### config.mk
export PLATFORM = sky130hd
export DESIGN_NAME = led_array_ctrl
export DESIGN_NICKNAME = d
export VERILOG_FILES = /design/src/rtl/led_pkg.sv /design/src/rtl/led_chan.sv /design/src/rtl/led_array_ctrl.sv
export SDC_FILE = /design/constraint.sdc
export NUM_CORES = 2
export LEC_CHECK = 0
export CAP_MARGIN = 20
export CORE_MARGIN = 2
export CORE_UTILIZATION = 45
export DETAILED_ROUTE_END_ITERATION = 8
export PLACE_DENSITY_LB_ADDON = 0.2
export RECOVER_POWER = 100
export SYNTH_ARGS = -nofsm -noshare
export SYNTH_HDL_FRONTEND = slang
export SYNTH_SLANG_ARGS = --single-unit
### constraint.sdc
create_clock -name clk -period 8.6 [get_ports clk]
set_clock_uncertainty 0.15 [all_clocks]
set_input_delay 2.58 -clock clk [delete_from_list [all_inputs] [get_ports clk]]
set_output_delay 2.58 -clock clk [all_outputs]
set_load 0.01 [all_outputs]
### src/rtl/led_pkg.sv
// Shared types and constants for the LED array controller.
package led_pkg;

    typedef enum logic [1:0] {
        LED_OFF   = 2'b00,
        LED_ON    = 2'b01,
        LED_BLINK = 2'b10,
        LED_PWM   = 2'b11
    } led_mode_t;

    // Width of the per-tick counter increment.
    localparam int STEP_W = 3;

    // Only blink and PWM channels run their rate counter.
    function automatic logic is_counting(input led_mode_t m);
        return (m == LED_BLINK) || (m == LED_PWM);
    endfunction

endpackage

### src/rtl/led_chan.sv
// One LED channel: config registers, rate counter with wrap pulse,
// and the registered LED drive for the selected mode.
module led_chan
    import led_pkg::*;
#(
    parameter int CNT_W      = 27,
    parameter int DUTY_W     = 8,
    parameter int DEF_PERIOD = 50_000_000
) (
    input  logic              clk,
    input  logic              rst_n,
    input  logic              tick,
    input  logic              we,
    input  led_mode_t         cfg_mode,
    input  logic [CNT_W-1:0]  cfg_period,
    input  logic [STEP_W-1:0] cfg_step,
    input  logic [DUTY_W-1:0] cfg_duty,
    output logic              led,
    output logic              wrap
);

    localparam int PW = CNT_W + DUTY_W;

    led_mode_t         mode_q;
    logic [CNT_W-1:0]  period_q;
    logic [STEP_W-1:0] step_q;
    logic [DUTY_W-1:0] duty_q;
    logic [CNT_W-1:0]  cnt_q;
    logic              blink_q;

    logic [CNT_W-1:0]  peff;
    logic [CNT_W:0]    sum;
    logic              hit;
    logic              counting;
    logic              pwm_on;
    logic              led_d;

    // Counter arithmetic and mode decode; sum is one bit wider so it cannot overflow.
    always_comb begin
        peff     = (period_q == '0) ? CNT_W'(1) : period_q;
        sum      = {1'b0, cnt_q} + (CNT_W+1)'(step_q);
        hit      = (sum >= {1'b0, peff});
        counting = is_counting(mode_q);
        // Compare cnt/peff against duty/2^DUTY_W without a divider.
        pwm_on   = ({cnt_q, {DUTY_W{1'b0}}} < (PW'(duty_q) * PW'(peff)));
        led_d    = 1'b0;
        case (mode_q)
            LED_ON:    led_d = 1'b1;
            LED_BLINK: led_d = blink_q;
            LED_PWM:   led_d = pwm_on;
            default:   led_d = 1'b0;
        endcase
    end

    // Config registers, loaded in one shot by the channel write strobe.
    always_ff @(posedge clk or negedge rst_n) begin
        if (!rst_n) begin
            mode_q   <= LED_OFF;
            period_q <= CNT_W'(DEF_PERIOD);
            step_q   <= STEP_W'(1);
            duty_q   <= '0;
        end else if (we) begin
            mode_q   <= cfg_mode;
            period_q <= cfg_period;
            step_q   <= cfg_step;
            duty_q   <= cfg_duty;
        end
    end

    // Rate counter, wrap pulse and blink state; a write overrides any tick this cycle.
    always_ff @(posedge clk or negedge rst_n) begin
        if (!rst_n) begin
            cnt_q   <= '0;
            blink_q <= 1'b0;
            wrap    <= 1'b0;
        end else begin
            wrap <= 1'b0;
            if (we) begin
                cnt_q   <= '0;
                blink_q <= 1'b0;
            end else if (!counting) begin
                cnt_q <= '0;
            end else if (tick) begin
                if (hit) begin
                    cnt_q <= '0;
                    wrap  <= 1'b1;
                    if (mode_q == LED_BLINK) blink_q <= ~blink_q;
                end else begin
                    cnt_q <= sum[CNT_W-1:0];
                end
            end
        end
    end

    // Registered LED drive, follows the channel state one edge later.
    always_ff @(posedge clk or negedge rst_n) begin
        if (!rst_n) led <= 1'b0;
        else        led <= led_d;
    end

endmodule

### src/rtl/led_array_ctrl.sv
// Multi-channel LED driver: shared tick prescaler, config write decode,
// and one led_chan per channel.
module led_array_ctrl
    import led_pkg::*;
#(
    parameter int NUM_CH     = 4,
    parameter int CNT_W      = 27,
    parameter int DUTY_W     = 8,
    parameter int PRESCALE   = 1,
    parameter int DEF_PERIOD = 50_000_000
) (
    input  logic                                        clk,
    input  logic                                        rst_n,
    input  logic                                        cfg_we,
    input  logic [((NUM_CH > 1) ? $clog2(NUM_CH) : 1)-1:0] cfg_ch,
    input  led_mode_t                                   cfg_mode,
    input  logic [CNT_W-1:0]                            cfg_period,
    input  logic [STEP_W-1:0]                           cfg_step,
    input  logic [DUTY_W-1:0]                           cfg_duty,
    output logic [NUM_CH-1:0]                           led,
    output logic [NUM_CH-1:0]                           wrap
);

    localparam int CH_W = (NUM_CH > 1) ? $clog2(NUM_CH) : 1;
    localparam int PS_W = (PRESCALE > 1) ? $clog2(PRESCALE) : 1;

    logic [PS_W-1:0]   ps_q;
    logic              tick;
    logic [NUM_CH-1:0] ch_we;

    // With PRESCALE=1 ps_q stays 0 and tick is high every cycle.
    assign tick = (ps_q == PS_W'(PRESCALE - 1));

    // Shared prescaler counting 0..PRESCALE-1.
    always_ff @(posedge clk or negedge rst_n) begin
        if (!rst_n)    ps_q <= '0;
        else if (tick) ps_q <= '0;
        else           ps_q <= ps_q + PS_W'(1);
    end

    // Out-of-range cfg_ch matches no channel, so the write is dropped.
    for (genvar i = 0; i < NUM_CH; i++) begin : g_ch
        assign ch_we[i] = cfg_we && (cfg_ch == CH_W'(i));

        led_chan #(
            .CNT_W      (CNT_W),
            .DUTY_W     (DUTY_W),
            .DEF_PERIOD (DEF_PERIOD)
        ) u_chan (
            .clk        (clk),
            .rst_n      (rst_n),
            .tick       (tick),
            .we         (ch_we[i]),
            .cfg_mode   (cfg_mode),
            .cfg_period (cfg_period),
            .cfg_step   (cfg_step),
            .cfg_duty   (cfg_duty),
            .led        (led[i]),
            .wrap       (wrap[i])
        );
    end

endmodule

# After elaboration in Yosys (flattened, before gate mapping)
# Cells that the tools add are included.
[totals] ff_bits=281 input_bits=45 wordCells=167
[op_classes] bitwise_logic=4 multipliers=4 order_cmp=8 n_eq_ne=23 add_sub_neg=5 n_reduce_logical=29 muxes=61
[op_table] op="$mux 27" count=20
[op_table] op="$lt 35x35->1" count=4
[op_table] op="$mul 8x27->35" count=4
[op_table] op="$add 27x3->28" count=4
[op_table] op="$ge 28x27->1" count=4
[op_table] op="$logic_not 27->1" count=4
[op_table] op="$mux 1" count=37
[op_table] op="$reduce_bool 2->1" count=12
[op_table] op="$eq 2x2->1 const B" count=10
[op_table] op="$reduce_and 4->1" count=4
[op_table] op="$ne 3x2->1 const B" count=4
[op_table] op="$pmux 1 s3" count=4
[op_table] op="$eq 2x1->1 const B" count=5
[op_table] op="$ne 2x1->1 const B" count=4
[op_table] op="$logic_and 1x1->1" count=4
[op_table] op="$logic_or 1x1->1" count=4
[op_table] op="$not 1->1" count=4
[op_table] op="$logic_not 2->1" count=1
[op_table] op="$add 1x1->1 const B" count=1

# Logic depth before layout (Yosys ltp)
[logic_depth] ltp_word=7 depth_mapped=32 ltp_nobuf=32

# Hierarchy
# A second synthesis with hierarchy kept.
[unflattened] hier_cells=5191 area_unflattened_um2=45880.3
[modules_own_cells] mod="led_chan (g_ch[2].u_chan)" area_per_inst_um2=11568.6 cells_per_inst=1318 seq_area_each_um2=1767.9 n_inst=1
[modules_own_cells] mod="led_chan (g_ch[0].u_chan)" area_per_inst_um2=11469.8 cells_per_inst=1296 seq_area_each_um2=1767.9 n_inst=1
[modules_own_cells] mod="led_chan (g_ch[1].u_chan)" area_per_inst_um2=11458.5 cells_per_inst=1295 seq_area_each_um2=1767.9 n_inst=1
[modules_own_cells] mod="led_chan (g_ch[3].u_chan)" area_per_inst_um2=11342.1 cells_per_inst=1277 seq_area_each_um2=1767.9 n_inst=1
[modules_own_cells] mod="led_array_ctrl" area_per_inst_um2=41.3 cells_per_inst=5 seq_area_each_um2=0.0 n_inst=1

# Worst setup path after synthesis
# No wires, ideal clock.
[synth_timing] kind="reg-to-reg" start="register g_ch[3].u_chan.period_q[4]" end="register g_ch[3].u_chan.led" arrival_ns=6.750 setup_slack_ns=1.636 stages_incl_launch_ff=31 path_cell_list="dfrtp_1 -> nor4_1 -> nand4_1 -> o21bai_1 -> nand2_1 -> fa_1 -> fa_1 -> inv_1 -> fa_1 -> inv_1 -> fa_1 -> inv_1 -> ha_1 -> o21a_1 -> o21ai_0 -> a21oi_1 -> a21oi_1 -> o31ai_2 -> a311oi_1 -> o21bai_1 -> xnor2_1 -> ha_1 -> a21o_1 -> a21o_1 -> a21o_1 -> a21oi_1 -> nor2b_1 -> o21ai_0 -> nand2b_1 -> a221oi_1 -> o21a_1"
[synth_via] elab_chain_len=5
[synth_lines] item="from (decl)" line="led_chan.sv:25" text="logic [CNT_W-1:0] period_q;"
[synth_lines] item="from (signal assigned)" line="led_chan.sv:59" text="period_q <= CNT_W'(DEF_PERIOD);"
[synth_lines] item="from (signal assigned)" line="led_chan.sv:64" text="period_q <= cfg_period;"
[synth_lines] item="$logic_not 27->1" line="led_chan.sv:40" text="peff = (period_q == '0) ? CNT_W'(1) : period_q;"
[synth_lines] item="$mux 27 (*)" line="led_chan.sv:40"
[synth_lines] item="$mul 8x27->35 (*)" line="led_chan.sv:45" text="pwm_on = ({cnt_q, {DUTY_W{1'b0}}} < (PW'(duty_q) * PW'(peff)));"
[synth_lines] item="$lt 35x35->1 (*)" line="led_chan.sv:45"
[synth_lines] item="$pmux 1 s3 (*)" line="led_chan.sv:47" text="case (mode_q)"
[synth_lines] item="named net g_ch[3].u_chan.led_d" line="led_chan.sv:36" text="logic led_d;"
[synth_lines] item="to (signal assigned)" line="led_chan.sv:98" text="else led <= led_d;"
[synth_lines] item="to (decl)" line="led_chan.sv:18" text="output logic led,"
# Mark *: on every way through the listed nets, which the timed path passes. The rest lies on a longest branch.
# A chain may end at the register's enable or synchronous reset.

# Final worst setup path
[layout_timing] start="register g_ch[1].u_chan.period_q[1]" end="register g_ch[1].u_chan.led"
[layout_via] elab_chain_len=5
[layout_lines] item="from (decl)" line="led_chan.sv:25"
[layout_lines] item="from (signal assigned)" line="led_chan.sv:59"
[layout_lines] item="from (signal assigned)" line="led_chan.sv:64"
[layout_lines] item="$logic_not 27->1" line="led_chan.sv:40"
[layout_lines] item="$mux 27 (*)" line="led_chan.sv:40"
[layout_lines] item="$mul 8x27->35 (*)" line="led_chan.sv:45"
[layout_lines] item="$lt 35x35->1 (*)" line="led_chan.sv:45"
[layout_lines] item="$pmux 1 s3 (*)" line="led_chan.sv:47"
[layout_lines] item="named net g_ch[1].u_chan.led_d" line="led_chan.sv:36"
[layout_lines] item="to (signal assigned)" line="led_chan.sv:98"
[layout_lines] item="to (decl)" line="led_chan.sv:18"
# Marks and branches as above.

==> impl_metrics.csv <==
group,metric,value,unit
outcome,status,"finished, violations left",
outcome,violations,"max-capacitance violations, max-slew violations",
synth,synth_simple_gate_area_frac,0.202,
global_routing,grt_pass1_vias,34700,
sta,hold_viol,0,
worst_setup_path,crit_family,"compound AO/OA/AOI/OAI gates",
drt,ant_nets,0,
drt,firstDrtPassIters,7,
cts,root_buffer,"clkbuf_16",
worst_setup_path,end_kind,"flop",
synth,synthAdderAreaFrac,0.398,
cts,insertion_delay,0.57,ns
synth,ys_ff_latch,280,
global_routing,track_usage,0.240,
die,design.core.area,98100,sq um
worst_setup_path,critical_path_buf_inv_count,4,
global_routing,grt_pass1_wl,192000,um
drt,dr.first_iter.drc_count,1940,
global_routing,antenna_found_initial,8,
synth,yosys_warnings,0,
sta,finalCritPeriodShare,0.922,
synth,synth_compound_area_frac,0.0887,
finish,drive_above_1_share,0.0534,
die,io-pin-count,53,
placement,dpl_cell_area,46000,sq um
synth,synth_common_cells,"inv_1 (806), and2_1 (627), fa_1 (604), nand2_1 (466), ha_1 (448)",
hold_path,hp-class,"flop to flop",
synth,synthArstFlopShare,1.00,
die,initial_core_util,0.453,
worst_setup_path,worst_path_max_delay_cell,"nor4_1",
finish,syn2layout_area_growth,6.07,%
worst_setup_path,crit_cells,30,
placement,place_congestion,0.874,
sta,fin_tns_setup,0,ns
synth,synth_mux_area_frac,0.0244,
synth,synth_most_common_cell,"inv_1",
placement,port_buffers,52,
synth,synthTopCellsByArea,"fa_1 (27%), dfrtp_1 (13%), ha_1 (13%)",
drt,post-route-drc-count,0,
sta,rsz0062_at_grt,"false",
sta,setup_viol,0,
placement,dpl.hpwl,93000,um
cts,cts-buffers-inserted,35,
worst_setup_path,worst-path-max-fanout,11,
synth,synth_edf_count,0,
hold_path,hold_path_depth,2,
cts,clk_pin_slew,0.06,ns
synth,syn_avg_cell_area,9.00,sq um
global_routing,overflow,0,
finish,fin_util,0.481,
drt,routed_wl,118000,um
worst_setup_path,crit_type,"flop to flop",
cts,cts_tree,"built",
die,rows,115,
synth,syn_nets,6038,
drt,vias_per_cell,5.36,
synth,synth-xor-area-share,0.0408,
cts,cts_hold_buf,0,
finish,fin_area,47200,sq um
cts,cts_buffer_depth,3,
job,drv_cap,7,
worst_setup_path,required,8.94,ns
sta,final_max_slew_viol_count,478,
die,dieHeight,318,um
cts,htree_levels,2,
synth,syn-cell-area,44500,sq um
worst_setup_path,reg2regPathDepth,30,
synth,synth_top_area_cell,"fa_1",
sta,final.min_clock_period,7.93,ns
worst_setup_path,start_kind,"flop",
synth,synth_top_family_by_area,"adder cells",
die,die_x,318,um
worst_setup_path,slowest_delay,0.66,ns
die,dieArea,101000,sq um
finish,fin_nets,5942,
synth,synth_cells,4941,
synth,yosysUniqueCellTypes,85,
sta,hold-worst-slack,0.323,ns
cts,cts_sinks,280,
cts,cts_setup_buffers,0,
synth,synth_top_cell_area_share,0.272,
drt,wl_per_cell,19.2,um
global_routing,grt_max_degree,156,
synth,synthFlopType,"dfrtp_1",
cts,cts_resized,0,
worst_setup_path,arrival,8.27,ns
drt,vias,33000,
sta,tightest_slew,4.07,ns
sta,slew_headroom,-1.72,
synth,yosysSeqAreaShare,0.159,
sta,fmax,126,MHz
## final cells by class
| class | instances | area (sq um) |
|---|---|---|
| inverter | 806 | 3030 |
| antenna | 3 | 7.51 |
| multi-input combinational | 3638 | 33500 |
| sequential | 280 | 7070 |
| timing repair buffer | 84 | 766 |
| clock inverter | 14 | 145 |
| clock buffer | 50 | 1020 |
| fill | 9555 | 51000 |
| tap | 1287 | 1610 |
## cells by family (layout without fill, tap and decap cells)
| family | Yosys count | in the layout |
|---|---|---|
| and+or+nand+nor | 1672 | 1672 |
| buffers and inverters | 1023 | 954 |
| adders and majority gates | 1052 | 1052 |
| other | 0 | 3 |
| DFF | 280 | 280 |
| AOI/OAI and AO/OA | 610 | 610 |
| muxes | 97 | 97 |
| xor gates and xnor gates | 207 | 207 |
## tightest hold or removal path, stage by stage, from the launching register on
cell,delay (ns)
dfstp_2,0.37
nand2_1,0.05
nand2_1,0.05
## per-layer routing
| metal | up-vias | GRT usage | share of wire |
|---|---|---|---|
| li1 | 15500 | - | - |
| met1 | 16700 | 0.311 | 0.42 |
| met2 | 667 | 0.414 | 0.49 |
| met3 | 163 | 0.0373 | 0.057 |
| met4 | 4 | 0.0660 | 0.028 |
| met5 | - | 0 | 0.00027 |
## layout by cell type (no fill, tap or decap), types with 10 or more instances in the layout
master           instances
and4_1                  13
buf_4                   21
o21ai_0                133
and2_1                 626
mux2_2                  92
ha_1                   448
clkbuf_16               36
nor2_1                 113
nand2_1                466
fa_1                   604
a21o_1                 143
xor2_1                 100
and3_1                  43
a31oi_1                 10
inv_1                  806
nor4_1                  35
nand2b_1                29
dlygate4sd3_1           10
or2_2                   11
nor2b_1                123
nand3_1                 55
a21oi_1                177
a211oi_1                13
clkbuf_1                15
or3_1                   13
dfrtp_1                228
nand4_1                 69
o21bai_1                17
xnor2_1                107
dfstp_2                 51
o211ai_1                14
clkdlybuf4s50_1         41
nor3_1                  43
o21a_1                  21
## metrics by stage
stage	worst slack, ns	instances
floorplan	1.64	4941
finish	0.669	6162
detailed placement	0.768	6092
global placement	0.924	6092
CTS	0.716	6156
global route	0.0479	6159
## state kept, by name, indices dropped and copies added (netlist names)
signal,flops
g_ch.u_chan.mode_q,8
g_ch.u_chan.period_q,108
g_ch.u_chan.duty_q,32
g_ch.u_chan.led,4
g_ch.u_chan.step_q,12
g_ch.u_chan.wrap,4
g_ch.u_chan.blink_q,4
g_ch.u_chan.cnt_q,108
## final timing paths
kind | slack [ns] | from | to
setup reg to reg | 0.67 | g_ch[1].u_chan.period_q[1]$_DFFE_PN0P_ | g_ch[1].u_chan.led$_DFF_PN0_
setup / recovery | 0.67 | g_ch[1].u_chan.period_q[1]$_DFFE_PN0P_ | g_ch[1].u_chan.led$_DFF_PN0_
hold reg to reg | 0.32 | g_ch[2].u_chan.step_q[0]$_DFFE_PN1P_ | g_ch[2].u_chan.step_q[0]$_DFFE_PN1P_
hold / removal | 0.32 | g_ch[2].u_chan.step_q[0]$_DFFE_PN1P_ | g_ch[2].u_chan.step_q[0]$_DFFE_PN1P_
min in group asynchronous | 3.29 | rst_n | g_ch[0].u_chan.period_q[18]$_DFFE_PN0P_
max in group asynchronous | 0.99 | rst_n | g_ch[1].u_chan.step_q[2]$_DFFE_PN0P_
Power is left out: the tool's default activity adds up to more than one toggle a clock period on the data nets, which glitch-free logic cannot reach.
